### src/rtl/uart_rx_pkt_ctrl_pkg.sv
`default_nettype none
// +--------------------------------------------------------------------------+
// | Module  : uart_pkt_pkg                                                   |
// | Purpose : Shared constants, FSM state type and flit field offsets for    |
// |           the UART RX packet controller.                                 |
// | Contents: HDR_* legal header codes, state_t, FLIT_*_LSB offsets,         |
// |           hdr_legal() helper.                                            |
// | Rev     : 1.0  initial release                                           |
// +--------------------------------------------------------------------------+
package uart_pkt_pkg;

  localparam logic [7:0] HDR_LOOPBACK = 8'h00;
  localparam logic [7:0] HDR_BOOT     = 8'h01;
  localparam logic [7:0] HDR_SCANF    = 8'h03;

  // Header flit layout: {hdr, addr, size}
  localparam int FLIT_HDR_LSB  = 24;
  localparam int FLIT_ADDR_LSB = 16;
  localparam int FLIT_SIZE_LSB = 0;

  typedef enum logic [2:0] {
    S_HDR     = 3'd0,
    S_ADDR    = 3'd1,
    S_SZ_LO   = 3'd2,
    S_SZ_HI   = 3'd3,
    S_PAYLOAD = 3'd4,
    S_DRAIN   = 3'd5,
    S_ABORT   = 3'd6
  } state_t;

  function automatic logic hdr_legal(input logic [7:0] h);
    return (h == HDR_LOOPBACK) || (h == HDR_BOOT) || (h == HDR_SCANF);
  endfunction

endpackage
`default_nettype wire

### src/rtl/uart_rx_pkt_ctrl_if.sv
`default_nettype none
// +--------------------------------------------------------------------------+
// | Module  : uart_rx_pkt_ctrl_if                                            |
// | Purpose : Byte-in / flit-out bus of the UART RX packet controller.       |
// | Signals : rx_valid/rx_data (byte strobe from UART deserializer),         |
// |           flit_valid/flit_ready/flit_data/flit_last/dest_addr (NoC side) |
// | Modports: master = byte source and flit sink, slave = the controller.    |
// | Rev     : 1.0  initial release                                           |
// +--------------------------------------------------------------------------+
interface uart_rx_pkt_ctrl_if;
  logic        rx_valid;
  logic [7:0]  rx_data;
  logic        flit_valid;
  logic        flit_ready;
  logic [31:0] flit_data;
  logic        flit_last;
  logic [7:0]  dest_addr;

  modport master (
    output rx_valid, rx_data, flit_ready,
    input  flit_valid, flit_data, flit_last, dest_addr
  );

  modport slave (
    input  rx_valid, rx_data, flit_ready,
    output flit_valid, flit_data, flit_last, dest_addr
  );
endinterface
`default_nettype wire

### src/rtl/uart_rx_pkt_ctrl_packer.sv
`default_nettype none
// +--------------------------------------------------------------------------+
// | Module  : uart_byte_packer                                               |
// | Purpose : 4-lane little-endian byte accumulator.                         |
// | Ports   : clk, rst        clock / async active-high reset                |
// |           i_clear         drop accumulated bytes, lane back to 0         |
// |           i_push,i_byte   accept one byte into the current lane          |
// |           i_flush         with i_push: this byte completes the word      |
// |           o_lane          current lane (0..3)                            |
// |           o_word          accumulated bytes plus i_byte, upper lanes 0   |
// |           o_partial       accumulated bytes only, upper lanes 0          |
// | Rev     : 1.0  initial release                                           |
// +--------------------------------------------------------------------------+
module uart_byte_packer (
  input  wire logic        clk,
  input  wire logic        rst,
  input  wire logic        i_clear,
  input  wire logic        i_push,
  input  wire logic        i_flush,
  input  wire logic [7:0]  i_byte,
  output logic [1:0]       o_lane,
  output logic [31:0]      o_word,
  output logic [31:0]      o_partial
);
  logic [1:0]  r_lane;
  logic [23:0] r_buf;   // lanes 0..2; lanes at or above r_lane are kept zero

  always_comb begin
    o_partial = {8'h00, r_buf};
    o_word    = o_partial;
    o_word[{r_lane, 3'b000} +: 8] = i_byte;
  end

  assign o_lane = r_lane;

  always_ff @(posedge clk or posedge rst) begin
    if (rst) begin
      r_lane <= 2'd0;
      r_buf  <= 24'd0;
    end else if (i_clear || (i_push && i_flush)) begin
      r_lane <= 2'd0;
      r_buf  <= 24'd0;
    end else if (i_push) begin
      r_buf  <= o_word[23:0];
      r_lane <= r_lane + 2'd1;
    end
  end
endmodule
`default_nettype wire

### src/rtl/uart_rx_pkt_ctrl.sv
`default_nettype none
// +--------------------------------------------------------------------------+
// | Module  : uart_rx_pkt_ctrl                                               |
// | Purpose : Parses HEADER/NOC_ADDR/SIZE(LE16)/PAYLOAD byte packets from    |
// |           the UART receiver into one header flit plus payload flits.     |
// | Ports   : clk, rst            clock / async active-high reset            |
// |           bus (slave)         byte input and flit output handshake       |
// |           i_err_clear         clears sticky errors (set wins)            |
// |           o_busy              high outside S_HDR                         |
// |           o_err_bad_header    illegal header code or SIZE > MAX_SIZE     |
// |           o_err_overrun       flit lost to a full output register        |
// |           o_err_timeout       inter-byte timeout fired mid-packet        |
// | Rev     : 1.0  initial release                                           |
// +--------------------------------------------------------------------------+
module uart_rx_pkt_ctrl
  import uart_pkt_pkg::*;
#(
  parameter int TIMEOUT_CYCLES = 100000,
  parameter int MAX_SIZE       = 4096
) (
  input  wire logic          clk,
  input  wire logic          rst,
  uart_rx_pkt_ctrl_if.slave  bus,
  input  wire logic          i_err_clear,
  output logic               o_busy,
  output logic               o_err_bad_header,
  output logic               o_err_overrun,
  output logic               o_err_timeout
);
  localparam int TW = $clog2(TIMEOUT_CYCLES + 1);

  state_t        r_state, w_next;
  logic [7:0]    r_hdr, r_addr, r_size_lo, r_dest;
  logic [15:0]   r_remain;
  logic [TW-1:0] r_tmo;
  logic          r_flit_valid, r_flit_last;
  logic [31:0]   r_flit_data;
  logic          r_err_bad, r_err_ovr, r_err_tmo;

  logic          w_rx, w_full, w_good, w_tmo_hit, w_final;
  logic [15:0]   w_size;
  logic [1:0]    w_lane;
  logic [31:0]   w_pack_word, w_part_word;
  logic          w_load, w_load_last, w_push, w_flush, w_pclear;
  logic [31:0]   w_load_data;
  logic          w_set_bad, w_set_ovr, w_set_tmo, w_remain_ld, w_remain_dec;

  assign w_rx      = bus.rx_valid;
  // A held flit being accepted this cycle frees the register for a new load.
  assign w_full    = r_flit_valid & ~bus.flit_ready;
  assign w_size    = {bus.rx_data, r_size_lo};
  assign w_good    = hdr_legal(r_hdr) && ({16'd0, w_size} <= 32'(MAX_SIZE));
  // A byte arriving on the expiry cycle wins over the timeout.
  assign w_tmo_hit = !w_rx && (r_tmo == TW'(TIMEOUT_CYCLES - 1));
  assign w_final   = (r_remain == 16'd1);

  uart_byte_packer u_packer (
    .clk       (clk),
    .rst       (rst),
    .i_clear   (w_pclear),
    .i_push    (w_push),
    .i_flush   (w_flush),
    .i_byte    (bus.rx_data),
    .o_lane    (w_lane),
    .o_word    (w_pack_word),
    .o_partial (w_part_word)
  );

  always_ff @(posedge clk or posedge rst) begin
    if (rst) r_state <= S_HDR;
    else     r_state <= w_next;
  end

  always_comb begin
    w_next       = r_state;
    w_load       = 1'b0;
    w_load_data  = 32'd0;
    w_load_last  = 1'b0;
    w_push       = 1'b0;
    w_flush      = 1'b0;
    w_pclear     = 1'b0;
    w_set_bad    = 1'b0;
    w_set_ovr    = 1'b0;
    w_set_tmo    = 1'b0;
    w_remain_ld  = 1'b0;
    w_remain_dec = 1'b0;
    case (r_state)
      S_HDR: if (w_rx) w_next = S_ADDR;
      S_ADDR, S_SZ_LO: begin
        if (w_rx) begin
          w_next = (r_state == S_ADDR) ? S_SZ_LO : S_SZ_HI;
        end else if (w_tmo_hit) begin
          w_set_tmo = 1'b1;
          w_next    = S_HDR;
        end
      end
      S_SZ_HI: begin
        if (w_rx) begin
          w_remain_ld = 1'b1;
          if (w_good) begin
            w_load      = 1'b1;
            w_load_data = {r_hdr, r_addr, w_size};
            w_load_last = (w_size == 16'd0);
            w_next      = (w_size == 16'd0) ? S_HDR : S_PAYLOAD;
          end else begin
            w_set_bad = 1'b1;
            w_next    = (w_size == 16'd0) ? S_HDR : S_DRAIN;
          end
        end else if (w_tmo_hit) begin
          w_set_tmo = 1'b1;
          w_next    = S_HDR;
        end
      end
      S_PAYLOAD: begin
        if (w_rx) begin
          w_push       = 1'b1;
          w_remain_dec = 1'b1;
          w_flush      = (w_lane == 2'd3) || w_final;
          if (w_flush) begin
            w_load      = 1'b1;
            w_load_data = w_pack_word;
            w_load_last = w_final;
          end
          if (w_final) w_next = S_HDR;
        end else if (w_tmo_hit) begin
          w_set_tmo = 1'b1;
          w_next    = S_ABORT;
        end
      end
      S_DRAIN: begin
        if (w_rx) begin
          w_remain_dec = 1'b1;
          if (w_final) w_next = S_HDR;
        end else if (w_tmo_hit) begin
          w_set_tmo = 1'b1;
          w_next    = S_HDR;
        end
      end
      S_ABORT: begin
        if (w_rx) w_set_ovr = 1'b1;
        if (!w_full) begin
          w_load      = 1'b1;
          w_load_data = w_part_word;
          w_load_last = 1'b1;
          w_pclear    = 1'b1;
          w_next      = S_HDR;
        end
      end
      default: w_next = S_HDR;
    endcase
    // A flit that finds the register full is lost; the rest of the packet
    // is swallowed so the NoC never sees a half packet followed by garbage.
    if (w_load && w_full) begin
      w_set_ovr = 1'b1;
      if (w_next == S_PAYLOAD) w_next = S_DRAIN;
    end
  end

  always_ff @(posedge clk or posedge rst) begin
    if (rst) begin
      r_hdr        <= 8'd0;
      r_addr       <= 8'd0;
      r_size_lo    <= 8'd0;
      r_dest       <= 8'd0;
      r_remain     <= 16'd0;
      r_tmo        <= '0;
      r_flit_valid <= 1'b0;
      r_flit_data  <= 32'd0;
      r_flit_last  <= 1'b0;
      r_err_bad    <= 1'b0;
      r_err_ovr    <= 1'b0;
      r_err_tmo    <= 1'b0;
    end else begin
      if (w_rx && r_state == S_HDR)   r_hdr     <= bus.rx_data;
      if (w_rx && r_state == S_ADDR)  r_addr    <= bus.rx_data;
      if (w_rx && r_state == S_SZ_LO) r_size_lo <= bus.rx_data;

      if (w_remain_ld)       r_remain <= w_size;
      else if (w_remain_dec) r_remain <= r_remain - 16'd1;

      if (w_rx || r_state == S_HDR || r_state == S_ABORT) r_tmo <= '0;
      else                                                r_tmo <= r_tmo + 1'b1;

      if (w_load && !w_full) begin
        r_flit_valid <= 1'b1;
        r_flit_data  <= w_load_data;
        r_flit_last  <= w_load_last;
        if (r_state == S_SZ_HI) r_dest <= r_addr;
      end else if (r_flit_valid && bus.flit_ready) begin
        r_flit_valid <= 1'b0;
      end

      r_err_bad <= w_set_bad | (r_err_bad & ~i_err_clear);
      r_err_ovr <= w_set_ovr | (r_err_ovr & ~i_err_clear);
      r_err_tmo <= w_set_tmo | (r_err_tmo & ~i_err_clear);
    end
  end

  assign bus.flit_valid = r_flit_valid;
  assign bus.flit_data  = r_flit_data;
  assign bus.flit_last  = r_flit_last;
  assign bus.dest_addr  = r_dest;

  assign o_busy           = (r_state != S_HDR);
  assign o_err_bad_header = r_err_bad;
  assign o_err_overrun    = r_err_ovr;
  assign o_err_timeout    = r_err_tmo;
endmodule
`default_nettype wire

### src/flat_wrapper.sv
// flat-port wrapper written by rule: the top's interface ports become plain ports
module uart_rx_pkt_ctrl_flat import uart_pkt_pkg::*;
#(
  parameter int TIMEOUT_CYCLES = 100000,
  parameter int MAX_SIZE       = 4096
)
  (clk, rst, i_err_clear, o_busy, o_err_bad_header, o_err_overrun, o_err_timeout, bus_rx_valid, bus_rx_data, bus_flit_ready, bus_flit_valid, bus_flit_data, bus_flit_last, bus_dest_addr);
  uart_rx_pkt_ctrl_if bus_i ();
  input  wire logic clk;
  input  wire logic rst;
  input  wire logic i_err_clear;
  output logic o_busy;
  output logic o_err_bad_header;
  output logic o_err_overrun;
  output logic o_err_timeout;
  input wire logic [$bits(bus_i.rx_valid)-1:0] bus_rx_valid;
  input wire logic [$bits(bus_i.rx_data)-1:0] bus_rx_data;
  input wire logic [$bits(bus_i.flit_ready)-1:0] bus_flit_ready;
  output wire logic [$bits(bus_i.flit_valid)-1:0] bus_flit_valid;
  output wire logic [$bits(bus_i.flit_data)-1:0] bus_flit_data;
  output wire logic [$bits(bus_i.flit_last)-1:0] bus_flit_last;
  output wire logic [$bits(bus_i.dest_addr)-1:0] bus_dest_addr;
  assign bus_i.rx_valid = bus_rx_valid;
  assign bus_i.rx_data = bus_rx_data;
  assign bus_i.flit_ready = bus_flit_ready;
  assign bus_flit_valid = bus_i.flit_valid;
  assign bus_flit_data = bus_i.flit_data;
  assign bus_flit_last = bus_i.flit_last;
  assign bus_dest_addr = bus_i.dest_addr;
  uart_rx_pkt_ctrl #(.TIMEOUT_CYCLES(TIMEOUT_CYCLES), .MAX_SIZE(MAX_SIZE)) u_core (.clk(clk), .rst(rst), .bus(bus_i), .i_err_clear(i_err_clear), .o_busy(o_busy), .o_err_bad_header(o_err_bad_header), .o_err_overrun(o_err_overrun), .o_err_timeout(o_err_timeout));
endmodule
### config.mk
export PLATFORM = sky130hd
export DESIGN_NAME = uart_rx_pkt_ctrl_flat
export DESIGN_NICKNAME = d
export VERILOG_FILES = /design/src/rtl/uart_rx_pkt_ctrl_pkg.sv /design/src/rtl/uart_rx_pkt_ctrl_if.sv /design/src/rtl/uart_rx_pkt_ctrl_packer.sv /design/src/rtl/uart_rx_pkt_ctrl.sv /design/src/flat_wrapper.sv
export SDC_FILE = /design/constraint.sdc
export NUM_CORES = 1
export LEC_CHECK = 0
export CAP_MARGIN = 25
export CORE_UTILIZATION = 45
export DETAILED_ROUTE_END_ITERATION = 16
export GPL_TIMING_DRIVEN = 0
export PLACE_DENSITY = 0.66
export REMOVE_ABC_BUFFERS = 1
export SYNTH_ARGS = -nofsm -noshare
export SYNTH_HDL_FRONTEND = slang
export SYNTH_SLANG_ARGS = --single-unit
### constraint.sdc
create_clock -name clk -period 11.7 [get_ports clk]
set_input_delay 2.34 -clock clk [delete_from_list [all_inputs] [get_ports clk]]
set_output_delay 2.34 -clock clk [all_outputs]
set_load 0.05 [all_outputs]
==> run metrics <==
LEAKAGE=3.26 nW; Final Cycle Share=0.520; Setup CP Type=in2reg; final hold vios=0; DR iter-0 viols=497; Num Clock Sinks=131; total core area=13900 um^2; RR Endpoint=u_core.bus.dest_addr[4]; largest net degree at the start of global routing=92; Mapped Area=6460 um^2; global route total overflow=0; Slew @ Worst Pin=887 ps; r2r setup slk=7510 ps; DRC viols=0; post-synthesis register bit count=131; top cell type by total area after synthesis=dfrtp_1; die span in y=122 um; Max Slew Vio Count=0; worst slack, placed=5240 ps; Rows=43; syn_area_per_cell=9.96 um^2; post-detailed-route count of antenna-violating nets=0; leading post-synthesis cells by cell area=dfrtp_1 51%, nor2_1 5.0%, mux2_2 4.4%, nand2_1 3.9%, o21ai_0 2.8%; power per standard cell area=229 nW/um^2; Mapped Cells=649; I/O pin total=59; slowest CP cell=nor4_4; Setup Buffers After CTS=0; outcome=finished, final reports clean; Max Buffers Root-to-Sink=2; Max H-tree Level=4; share of cells above drive strength 1=0.123; clock root cell=clkbuf_16; Vias/cell=5.88; area grow syn2layout=21.0%; number of synthesized flops with an enable pin=0; Crit path largest cell delay=1000 ps; Commonest cells post-synth=131 x dfrtp_1, 86 x nor2_1, 68 x nand2_1; Seq/Total Area, Yosys=0.507; Worst R2R Start=u_core.r_state[2]; cts bufs inserted=17; Startpoint Class=input port; Worst setup endpoint=u_core.bus.dest_addr[4]; WHS=470 ps; R2R cell count=7; Worst Hold Class=reg2reg; fmax=164 MHz; Skew-Pair Late Insertion Delay=420 ps; final setup vio count=0; CTS tree=done; max cap viols=0; min Tclk post-route=6080 ps; routability cong.=0.815; count leader, synth=dfrtp_1; GRT Overall Usage=0.230; first-pass GRT wire length=26.2 mm; initial antenna violation count=0; count of warnings emitted by yosys=0; number of I/O port buffers=58; Critical Path Fanout Max=21; post-route cell area=7820 um^2; unrepaired setup endpoints after global routing=false; top cell type's share of synthesized area=0.507; initial core utilization=0.464; Core Util, Final=0.561; Worst slew margin=0.405; Hold-fix buffers, CTS=0; Top FF cell, synth=dfrtp_1; CP arrival=6390 ps; worst vdd ir=0.000109 V; placed inst area=7200 um^2; CP Cell Sequence=clkdlybuf4s50_1 -> nand3_1 -> nor4_4 -> buf_6 -> o21a_1 -> nand2_8 -> mux2_4; Final #Nets=717; Worst Slack Setup Final=5620 ps; Cells after DPL=856; total number of vias=5218; critical path startpoint=bus_rx_valid; skew final=5.51 ps; WP data required=12000 ps; Setup crit end kind=flop; Reg clk slew, reported paths=60 ps; DIE AREA=14800 um^2; count of cell types in the netlist=64; Detailed Route WL=15.7 mm; drt first pass iters=9; overall power=1.79 mW; ANT cells=0; post-CTS sizing=0; final cell count without fillers=888; vias in the first global route=5051; Post-Route Setup TNS=0 ps; Routed WL per cell=17.7 um; HPWL after DPL=10.5 mm; Die Span X=122 um; FFs w/ async S/R, synth=1.00
## placed cells by master (no fill, tap or decap), drive strengths merged, types with 21 or more instances in the layout
| cell type | count |
|---|---|
| a22oi | 21 |
| dfrtp | 131 |
| clkbuf | 22 |
| clkdlybuf4s50 | 58 |
| a21oi | 33 |
| mux2 | 33 |
| nor2 | 86 |
| o21ai | 43 |
| nand2 | 70 |
| nand3 | 24 |
## sequential cells by signal, summed over array words and instances, names as in the netlist
| signal | cells |
|---|---|
| u_core.u_packer.o_lane | 2 |
| u_core.o_err_bad_header | 1 |
| u_core.bus.dest_addr | 8 |
| u_core.r_state | 3 |
| u_core.o_err_timeout | 1 |
| u_core.o_err_overrun | 1 |
| u_core.u_packer.r_buf | 24 |
| u_core.bus.flit_last | 1 |
| u_core.bus.flit_data | 32 |
| u_core.r_addr | 8 |
| u_core.r_remain | 16 |
| u_core.r_hdr | 8 |
| u_core.bus.flit_valid | 1 |
| u_core.r_size_lo | 8 |
| u_core.r_tmo | 17 |
## critical path, delay by kind of cell
family	cells	cell delay, ps
compound gates	1	690
buf+inv	2	1070
simple gates	3	1920
mux	1	350
## metal layers
metal | share of wire | global-route usage | up-vias | wire length [um]
met3 | 0.063 | 0.0604 | 33 | 992
li1 | - | - | 2438 | -
met1 | 0.45 | 0.310 | 2563 | 7030
met2 | 0.47 | 0.353 | 184 | 7310
met5 | 0 | 0 | - | 0
met4 | 0.022 | 0.0903 | 0 | 345
## worst min-delay path by stage
stage,end,cells past startpoint,startpoint
after floorplan,u_core.r_tmo[0],1,u_core.r_tmo[0]
after global placement,u_core.bus.flit_data[30],2,u_core.bus.flit_data[30]
after detailed placement,u_core.bus.flit_data[30],2,u_core.bus.flit_data[30]
after CTS,u_core.bus.flit_data[30],2,u_core.bus.flit_data[30]
after global routing,u_core.bus.flit_data[29],2,u_core.bus.flit_data[29]
final,u_core.bus.flit_data[26],2,u_core.bus.flit_data[26]
## where the power goes
part	switching (mW)	internal (mW)	total (mW)
registers	0.134	0.573	0.707
logic	0.312	0.214	0.526
clock network	0.189	0.366	0.555
## cells by family after synthesis
kind of cell | share of synthesized area
flops | 0.507
buf+inv | 0.0354
compound gates | 0.154
mux | 0.0621
xor+xnor | 0.0217
fa+ha+maj | 0.0174
simple gates | 0.202
## layout make-up
class,instances,area [um^2]
Tap cell,180,225
Multi-Input combinational cell,465,2980
Sequential cell,131,3280
Clock buffer,22,464
Clock inverter,10,155
Inverter,16,65.1
Fill cell,1175,6110
Timing Repair Buffer,64,657
Note: power is estimated with default switching activity, not from simulation.
